<file path="src/rtl/agn_pkg.sv">
// Shared types and defaults for the parabolic-pulse burst sequencer.
// The AGN_AMP_RAMP_EN build uses agn_ramp_amp for per-pulse amplitude.
package agn_pkg;

  typedef enum logic [1:0] {
    IDLE  = 2'd0,
    SYNC  = 2'd1,
    BURST = 2'd2,
    GAP   = 2'd3
  } agn_state_e;

  localparam int AGN_DIV_W = 16;
  localparam int AGN_CNT_W = 8;
  localparam int AGN_NP    = 100;

  // min(amp, pulse_num*step); a zero step disables the ramp
  function automatic logic [7:0] agn_ramp_amp(input logic [7:0]  amp,
                                              input logic [7:0]  step,
                                              input logic [15:0] pulse_num);
    logic [23:0] prod;
    prod = 24'(step) * 24'(pulse_num);
    if ((step == 8'd0) || (prod >= 24'(amp))) begin
      return amp;
    end
    return prod[7:0];
  endfunction

endpackage

</file>
<file path="src/rtl/agn_ce_prescaler.sv">
// Point-rate strobe generator: one registered strobe every div+1 enabled cycles.
// A synchronous clear parks the counter so the first strobe lands div+1 cycles after enable.
module agn_ce_prescaler
  import agn_pkg::*;
#(
  parameter int DIV_W = AGN_DIV_W
) (
  input  logic             clk,
  input  logic             rst,
  input  logic             en,
  input  logic             clr,
  input  logic [DIV_W-1:0] div,
  output logic             strobe
);

  logic [DIV_W-1:0] cnt_q, cnt_d;
  logic             strobe_q, strobe_d;

  always_comb begin
    cnt_d    = cnt_q;
    strobe_d = 1'b0;
    if (clr) begin
      cnt_d = '0;
    end else if (en) begin
      if (cnt_q == div) begin
        cnt_d    = '0;
        strobe_d = 1'b1;
      end else begin
        cnt_d = cnt_q + DIV_W'(1);
      end
    end
  end

  always_ff @(posedge clk) begin
    if (rst) begin
      cnt_q    <= '0;
      strobe_q <= 1'b0;
    end else begin
      cnt_q    <= cnt_d;
      strobe_q <= strobe_d;
    end
  end

  assign strobe = strobe_q;

endmodule

</file>
<file path="src/rtl/agn_burst_ctrl.sv">
// Burst sequencer for the parabolic pulse generator: N pulses, G zero pulses, B times.
// Define AGN_AMP_RAMP_EN to add the amp_step input and ramp amplitude within a burst.
module agn_burst_ctrl
  import agn_pkg::*;
#(
  parameter int DIV_W = AGN_DIV_W,
  parameter int CNT_W = AGN_CNT_W
) (
  input  logic             clk,
  input  logic             rst,
  input  logic             start,
  input  logic             stop,
  input  logic [DIV_W-1:0] div,
  input  logic [7:0]       amp,
  input  logic [CNT_W-1:0] n_pulses,
  input  logic [CNT_W-1:0] n_gap,
  input  logic [CNT_W-1:0] n_bursts,
`ifdef AGN_AMP_RAMP_EN
  input  logic [7:0]       amp_step,
`endif
  input  logic             co_par,
  output logic             ce_par,
  output logic [7:0]       m_par,
  output logic             busy,
  output logic             done,
  output logic [CNT_W-1:0] burst_idx
);

  localparam logic [CNT_W-1:0] CNT_ONE = CNT_W'(1);

  agn_state_e       state_q, state_d;
  logic [DIV_W-1:0] div_q, div_d;
  logic [7:0]       amp_q, amp_d;
  logic [7:0]       m_par_q, m_par_d;
  logic [CNT_W-1:0] np_m1_q, np_m1_d;
  logic [CNT_W-1:0] ng_m1_q, ng_m1_d;
  logic [CNT_W-1:0] nb_m1_q, nb_m1_d;
  logic             gap_zero_q, gap_zero_d;
  logic [CNT_W-1:0] pulse_cnt_q, pulse_cnt_d;
  logic [CNT_W-1:0] gap_cnt_q, gap_cnt_d;
  logic [CNT_W-1:0] burst_idx_q, burst_idx_d;
  logic             stop_q, stop_d;
  logic             done_q, done_d;
  logic             busy_q, busy_d;
  logic             ce_strobe;
  logic             bnd;
  logic             stop_any;
  logic             to_idle;
  logic [7:0]       amp_first;
  logic [7:0]       amp_next;

`ifdef AGN_AMP_RAMP_EN
  logic [7:0] amp_step_q, amp_step_d;

  assign amp_first = agn_ramp_amp(amp_q, amp_step_q, 16'd1);
  assign amp_next  = agn_ramp_amp(amp_q, amp_step_q, 16'(pulse_cnt_q) + 16'd2);
`else
  assign amp_first = amp_q;
  assign amp_next  = amp_q;
`endif

  assign bnd      = ce_strobe & co_par;
  assign stop_any = stop_q | stop;

  always_comb begin
    state_d     = state_q;
    div_d       = div_q;
    amp_d       = amp_q;
    m_par_d     = m_par_q;
    np_m1_d     = np_m1_q;
    ng_m1_d     = ng_m1_q;
    nb_m1_d     = nb_m1_q;
    gap_zero_d  = gap_zero_q;
    pulse_cnt_d = pulse_cnt_q;
    gap_cnt_d   = gap_cnt_q;
    burst_idx_d = burst_idx_q;
    stop_d      = stop_any;
    done_d      = 1'b0;
    to_idle     = 1'b0;
`ifdef AGN_AMP_RAMP_EN
    amp_step_d  = amp_step_q;
`endif

    case (state_q)
      IDLE: begin
        // start beats a simultaneous stop, so the flag never arms here
        stop_d  = 1'b0;
        m_par_d = '0;
        if (start) begin
          div_d       = div;
          amp_d       = amp;
          np_m1_d     = n_pulses - CNT_ONE;
          ng_m1_d     = n_gap - CNT_ONE;
          nb_m1_d     = n_bursts - CNT_ONE;
          gap_zero_d  = (n_gap == '0);
          pulse_cnt_d = '0;
          gap_cnt_d   = '0;
          burst_idx_d = '0;
`ifdef AGN_AMP_RAMP_EN
          amp_step_d  = amp_step;
`endif
          if ((n_pulses == '0) || (n_bursts == '0)) begin
            done_d = 1'b1;
          end else begin
            state_d = SYNC;
          end
        end
      end

      SYNC: begin
        if (bnd) begin
          if (stop_any) begin
            to_idle = 1'b1;
          end else begin
            state_d     = BURST;
            m_par_d     = amp_first;
            pulse_cnt_d = '0;
          end
        end
      end

      BURST: begin
        if (bnd) begin
          if (stop_any) begin
            to_idle = 1'b1;
          end else if (pulse_cnt_q == np_m1_q) begin
            if (burst_idx_q == nb_m1_q) begin
              to_idle = 1'b1;
              done_d  = 1'b1;
            end else if (gap_zero_q) begin
              burst_idx_d = burst_idx_q + CNT_ONE;
              pulse_cnt_d = '0;
              m_par_d     = amp_first;
            end else begin
              state_d   = GAP;
              m_par_d   = '0;
              gap_cnt_d = '0;
            end
          end else begin
            pulse_cnt_d = pulse_cnt_q + CNT_ONE;
            m_par_d     = amp_next;
          end
        end
      end

      GAP: begin
        if (bnd) begin
          if (stop_any) begin
            to_idle = 1'b1;
          end else if (gap_cnt_q == ng_m1_q) begin
            state_d     = BURST;
            m_par_d     = amp_first;
            burst_idx_d = burst_idx_q + CNT_ONE;
            pulse_cnt_d = '0;
          end else begin
            gap_cnt_d = gap_cnt_q + CNT_ONE;
          end
        end
      end

      default: begin
        to_idle = 1'b1;
      end
    endcase

    if (to_idle) begin
      state_d     = IDLE;
      m_par_d     = '0;
      stop_d      = 1'b0;
      pulse_cnt_d = '0;
      gap_cnt_d   = '0;
      burst_idx_d = '0;
    end

    busy_d = (state_d != IDLE);
  end

  always_ff @(posedge clk) begin
    if (rst) begin
      state_q     <= IDLE;
      div_q       <= '0;
      amp_q       <= '0;
      m_par_q     <= '0;
      np_m1_q     <= '0;
      ng_m1_q     <= '0;
      nb_m1_q     <= '0;
      gap_zero_q  <= 1'b0;
      pulse_cnt_q <= '0;
      gap_cnt_q   <= '0;
      burst_idx_q <= '0;
      stop_q      <= 1'b0;
      done_q      <= 1'b0;
      busy_q      <= 1'b0;
`ifdef AGN_AMP_RAMP_EN
      amp_step_q  <= '0;
`endif
    end else begin
      state_q     <= state_d;
      div_q       <= div_d;
      amp_q       <= amp_d;
      m_par_q     <= m_par_d;
      np_m1_q     <= np_m1_d;
      ng_m1_q     <= ng_m1_d;
      nb_m1_q     <= nb_m1_d;
      gap_zero_q  <= gap_zero_d;
      pulse_cnt_q <= pulse_cnt_d;
      gap_cnt_q   <= gap_cnt_d;
      burst_idx_q <= burst_idx_d;
      stop_q      <= stop_d;
      done_q      <= done_d;
      busy_q      <= busy_d;
`ifdef AGN_AMP_RAMP_EN
      amp_step_q  <= amp_step_d;
`endif
    end
  end

  // Prescaler follows the next state so its strobe is already low in the first IDLE cycle
  agn_ce_prescaler #(
    .DIV_W(DIV_W)
  ) u_prescaler (
    .clk   (clk),
    .rst   (rst),
    .en    (busy_d),
    .clr   (~busy_d),
    .div   (div_d),
    .strobe(ce_strobe)
  );

  assign ce_par    = ce_strobe;
  assign m_par     = m_par_q;
  assign busy      = busy_q;
  assign done      = done_q;
  assign burst_idx = burst_idx_q;

endmodule

</file>
<file path="config.mk">
export PLATFORM = sky130hd
export DESIGN_NAME = agn_burst_ctrl
export DESIGN_NICKNAME = d
export VERILOG_FILES = /design/src/rtl/agn_pkg.sv /design/src/rtl/agn_ce_prescaler.sv /design/src/rtl/agn_burst_ctrl.sv
export SDC_FILE = /design/constraint.sdc
export NUM_CORES = 1
export LEC_CHECK = 0
export ABC_AREA = 1
export CORE_MARGIN = 2
export CORE_UTILIZATION = 61
export DETAILED_ROUTE_END_ITERATION = 8
export PLACE_DENSITY = 0.89
export SLEW_MARGIN = 40
export SYNTH_ARGS = -nofsm -noshare
export SYNTH_HDL_FRONTEND = slang
export SYNTH_HIERARCHICAL = 1
export SYNTH_SLANG_ARGS = --single-unit
export TNS_END_PERCENT = 10
</file>
<file path="constraint.sdc">
create_clock -name clk -period 4.7 [get_ports clk]
set_input_delay 0.94 -clock clk [delete_from_list [all_inputs] [get_ports clk]]
set_output_delay 0.94 -clock clk [all_outputs]
set_load 0.03 [all_outputs]
</file>
### Yosys cells after proc, flatten, opt, wreduce, memory -nomap -nowiden

Index checks and enable logic that the tools add are counted.

| storage, ports and cells | value |
|---|---|
| bits in registers | 103 |
| input bits | 53 |
| output and inout port bits | 19 |
| word-level logic and storage cells | 135 |

| cells by class | value |
|---|---|
| muxes and demuxes | 70 |
| add/sub/neg operators | 7 |
| equality and inequality tests | 22 |
| bitwise operators | 3 |
| reduce and logical (&&, ||, !) cells | 17 |

Operators by type and width:

| kind | number |
|---|---|
| 8-bit 2-to-1 mux | 37 |
| 8-bit case mux with 4 select lines | 2 |
| 8-bit case mux with 3 select lines | 2 |
| 16-bit 2-to-1 mux | 2 |
| 10-bit AND reduction | 3 |
| 2-bit 2-to-1 mux | 13 |
| 2-bit inequality test (second input constant) | 13 |
| 8-bit by 1-bit adder with 8-bit output (second input constant) | 3 |
| 8-bit equality test | 3 |
| 8-bit zero test | 3 |
| 8-bit by 1-bit subtractor with 8-bit output (second input constant) | 3 |
| 16-bit by 1-bit adder with 16-bit output (second input constant) | 1 |
| 16-bit equality test | 1 |
| 1-bit 2-to-1 mux | 11 |
| 2-bit case mux with 4 select lines | 1 |
| 8-bit AND reduction | 1 |
| 3-bit inequality test (second input constant) | 2 |
| 2-bit OR reduction | 3 |
| 3-bit OR reduction | 2 |
| 2-bit equality test (second input constant) | 2 |
| 1-bit case mux with 2 select lines | 2 |
| 3-bit nonzero test | 1 |
| 2-bit by 1-bit equality test with 1-bit output (second input constant) | 1 |
| 2-bit zero test | 1 |
| 6 further kinds | 6 |

### Longest topological paths before layout

| logic depth | value |
|---|---|
| word-level depth | 10 |
| gate-level depth with buffers | 19 |
| gate-level depth less buffers | 18 |

### Modules after synthesis

Netlist, hierarchy kept.

By module, submodules not included:

| module | instances | sequential area each (sq um) | area each (sq um) | cells each |
|---|---|---|---|---|
| agn_burst_ctrl | 1 | 1721.7 | 4906.0 | 719 |
| agn_ce_prescaler | 1 | 340.3 | 1116.1 | 187 |

### Least setup slack after synthesis

No wires, ideal clock.

| timing | value |
|---|---|
| kind | input-to-reg |
| start point | input n_pulses[0] |
| end point | register u_prescaler.cnt_q[9] |
| path buffers | 0 |
| data required time | 4.583 ns |
| slack | 1.892 ns |
| arrival | 2.691 ns |
| cell stages on the path | 16 |
| library setup time | 0.117 ns |
| cell sequence | inv_1 -> ha_1 -> nand2_1 -> nor2_1 -> nand2_1 -> o22ai_1 -> or2_2 -> nand3_1 -> nand2_1 -> nand2_1 -> inv_2 -> nor3_4 -> nand2_2 -> nor2_2 -> xnor2_1 -> nor2_2 |

| between the ends | value |
|---|---|
| cells in the longest elaborated chain, start to end | 9 |

RTL lines:

| item | line | source |
|---|---|---|
| from (decl) | agn_burst_ctrl.sv:15 | `input logic [CNT_W-1:0] n_pulses,` |
| 8-bit zero test | agn_burst_ctrl.sv:102 | `if ((n_pulses == '0) \|\| (n_bursts == '0)) begin` |
| 1-bit logical OR | agn_burst_ctrl.sv:102 |  |
| 2-bit 2-to-1 mux | agn_burst_ctrl.sv:102 |  |
| 2-bit 2-to-1 mux | agn_burst_ctrl.sv:89 | `if (start) begin` |
| 2-bit case mux with 4 select lines | agn_burst_ctrl.sv:84 | `case (state_q)` |
| 2-bit 2-to-1 mux | agn_burst_ctrl.sv:166 | `if (to_idle) begin` |
| 2-bit nonzero test | agn_burst_ctrl.sv:175 | `busy_d = (state_d != IDLE);` |
| named net busy_d | agn_burst_ctrl.sv:44 | `logic busy_q, busy_d;` |
| 1-bit inverter (no source line) | n/a |  |
| 3-bit OR reduction (no source line) | n/a |  |
| to (signal assigned) | agn_ce_prescaler.sv:39 | `cnt_q <= cnt_d;` |
| to (decl) | agn_ce_prescaler.sv:16 | `logic [DIV_W-1:0] cnt_q, cnt_d;` |

The timed path passes the listed nets, and every way through them passes these cells.
A chain may end at the register's enable or synchronous reset.

### Worst setup path in the final report

Ends and elaborated chain as after synthesis.

==> metrics.txt <==
outcome finished, final reports clean; first-pass GRT wire length 22.7 mm; clock slew at the register clock pins of the worst setup and hold paths 0.10 ns; CTS root buf clkbuf_8; Lkg Pwr around 3.0 nW; PD cells 277 nW/um^2; critical path endpoint category flop; share of layout cells above drive strength 1 between 10% and 20%; f_max 309 MHz; M1 WL a little over 6 mm; DR top layer met4; CP max-delay cell clkdlybuf4s50_1; all-layer global routing usage 26.7%; Worst Skew ~0.011 ns; met3 wire len approximately 670 um; initial antenna violation count 0; die span in y 103 um; Hold Slack 0.496 ns; Power Total 1.93 mW; total negative slack 0 ns; area share of the largest cell type after synthesis 34.2%; footprint of the multi-input gates 3260 um^2; Core Box Area just under 10,000 um^2; routed via count around 5,700; FF/Latch Area 2060 um^2; DRC violations left 0; metal2 WL 6.81 mm; Worst setup SP type input pin; final WL 13.8 mm; DR WL/cell 12.5 um; filler cell count 775; WP data required around 5 ns; H-tree depth 3; row cnt 36; Hold Fails Final Rpt 0; setup ws final 1.47 ns; Max Transition Viols Final 0; # setup viols final 0; Seq/Total Area, Yosys 34.2%; Critical Path, Cell by Cell clkdlybuf4s50_1 -> inv_1 -> ha_1 -> nand2_1 -> nor2_1 -> nand2_1 -> o22ai_1 -> or2_2 -> nand3_1 -> nand2_1 -> nand2_1 -> inv_2 -> nor3_4 -> nand2_2 -> nor2_2 -> xnor2_1 -> nor2_2; Antenna Nets Post-Route 0; Netlist cell types 41; Syn Nets 968; CTS Hold Bufs 0; CP top delay family simple AND/OR/NAND/NOR gates; post-synthesis cell count 906; number of synthesized flops with an enable pin 0; Worst Path Arrival 3.53 ns; Post-CTS Resized 0; Layout area overhead 15.7%; Ports 72; top cells by count, synth nand2_1 (211), inv_1 (125), nor2_1 (118), dfxtp_1 (103); Final period util approximately 70%; synthesis warning total 6; worst-margin pin slew 0.546 ns; fin nets ~1,000; pre-CTS setup slack around 1.1 ns; Synth area leaders dfxtp_1 (34%), nand2_1 (13%), inv_1 (7.8%), nor2_1 (7.4%), nand3_1 (5.0%); CTS tree built; GPL Wtd Cong 0.980; worst-path maximum fanout 6; syn avg cell area between 6 and 7 um^2; total clock sinks 103; largest area contributor in the netlist dfxtp_1; # diodes 0; Horiz. Die Dim 103 um; Worst-Skew Late Latency 0.39 ns; post-DP HPWL 9.83 mm; Worst IR Drop VDD 0.265 mV; Setup CP Type in2reg; Die ar. 10,700 um^2; Post-Syn Area 6020 um^2; Overflow after GRT 0; Post-synth ARST share 0%; initial cell density of the core just over 60%; RSZ-0062 raised after global routing false; Hold/Removal Path Class reg2reg; minimum clock period between 3 and 4 ns; port bufs 71; total CTS buffers 9; slew margin rel. 63.5%; Post-CTS Setup Bufs 0; DR iter-0 viols approximately 260; Via density 5.12; slowest stage delay, CP 0.52 ns; Max Root-Sink Buffers 2; most used cell, CP nand2_1; max-cap violation count 0; Seq cells post-synth 103; top-count cell post-synth nand2_1; 1st-pass router iterations 5; largest net degree at the start of global routing 33; vias in the first global route 5,140; worst path bufs/invs 3; Most used DFF post-synth dfxtp_1
final cells by class:
class | instances | share of cell area (%)
repair buffers | 77 | 10.8
well taps | 133 | 2.39
flip-flops and latches | 103 | 29.6
clock buffers | 10 | 1.98
inverters | 137 | 7.38
clock inverters | 6 | 1.06
multi-input cells | 641 | 46.7
layout by cell type (no fill, tap or decap), types with 2 or more instances in the layout:
cell | synthesis | layout
buf_4 | 1 | 6
nor3b_1 | 2 | 2
nor2_2 | 18 | 18
or2_2 | 24 | 24
inv_1 | 125 | 125
inv_6 | 0 | 2
inv_2 | 11 | 11
nand2_4 | 2 | 2
dfxtp_1 | 103 | 103
a211oi_1 | 2 | 2
clkinvlp_4 | 0 | 2
a31oi_1 | 4 | 4
nand3b_1 | 3 | 3
xnor2_1 | 12 | 12
nand3_2 | 2 | 2
clkdlybuf4s50_1 | 0 | 71
nor3_1 | 7 | 7
a21oi_1 | 30 | 30
xor2_1 | 24 | 24
nor2_1 | 118 | 118
nand3_1 | 60 | 60
o21ai_1 | 8 | 8
ha_1 | 9 | 9
nand4_1 | 7 | 7
nor2_4 | 6 | 6
nand2_1 | 211 | 211
o211ai_1 | 4 | 4
clkbuf_8 | 0 | 10
o21ai_0 | 60 | 60
nand2_2 | 7 | 7
a21oi_2 | 13 | 13
worst reg2reg max path, cell delays in order, from the launching register on:
cell	delay [ns]
dfxtp_1	0.36
inv_2	0.19
nand2_2	0.24
nor2_4	0.16
inv_1	0.06
buf_4	0.21
or2_2	0.32
nand3_1	0.11
nand2_1	0.06
nand2_1	0.18
inv_2	0.11
nor3_4	0.29
nand2_2	0.11
nor2_2	0.10
xnor2_1	0.14
nor2_2	0.05
metal layers:
metal	track usage [%]	up-vias
met2	46.4	136
met3	4.70	28
met5	0	-
li1	-	2942
met1	33.2	2557
met4	9.92	0
sequential cells by signal, indices dropped and copies added (netlist names):
register and count:
busy 1, ng_m1_q 8, m_par 8, u_prescaler/cnt_q 16
gap_cnt_q 8, burst_idx 8, pulse_cnt_q 8, stop_q 1
nb_m1_q 8, done 1, div_q 16, state_q 2
np_m1_q 8, u_prescaler/strobe 1, gap_zero_q 1, amp_first 8
stage by stage:
step,cell area (um^2),std cells,util (%)
6_report,6970,1107,71.9
5_1_grt,6970,1107,71.9
4_1_cts,6970,1107,71.9
3_5_place_dp,6750,1091,69.7
3_3_place_gp,6750,1091,69.7
2_1_floorplan,6020,906,-
report_power, final:
part           switching (mW)  total (mW)  internal, mW
sequential             0.0296       0.952         0.922
combinational           0.232       0.388         0.156
clock                   0.325       0.593         0.268
total                   0.586        1.93          1.35
cell families (layout without fill, tap and decap cells):
family	Yosys count	after routing	share of synthesized area (%)
and+or+nand+nor	471	471	35.1
buffers and inverters	162	230	11.7
AOI/OAI and AO/OA	125	125	11.8
DFF	103	103	34.2
xor gates and xnor gates	36	36	5.24
adders and majority gates	9	9	1.87
final timing paths:
path | slack [ns] | cells past startpoint | to | from
max | 1.47 | 17 | u_prescaler/cnt_q[9] | n_pulses[0]
min | 0.50 | 2 | nb_m1_q[2] | nb_m1_q[2]
max reg2reg | 1.90 | 15 | u_prescaler/cnt_q[9] | state_q[1]
min reg2reg | 0.50 | 2 | nb_m1_q[2] | nb_m1_q[2]
No activity file was read; power rests on OpenSTA's default activity.
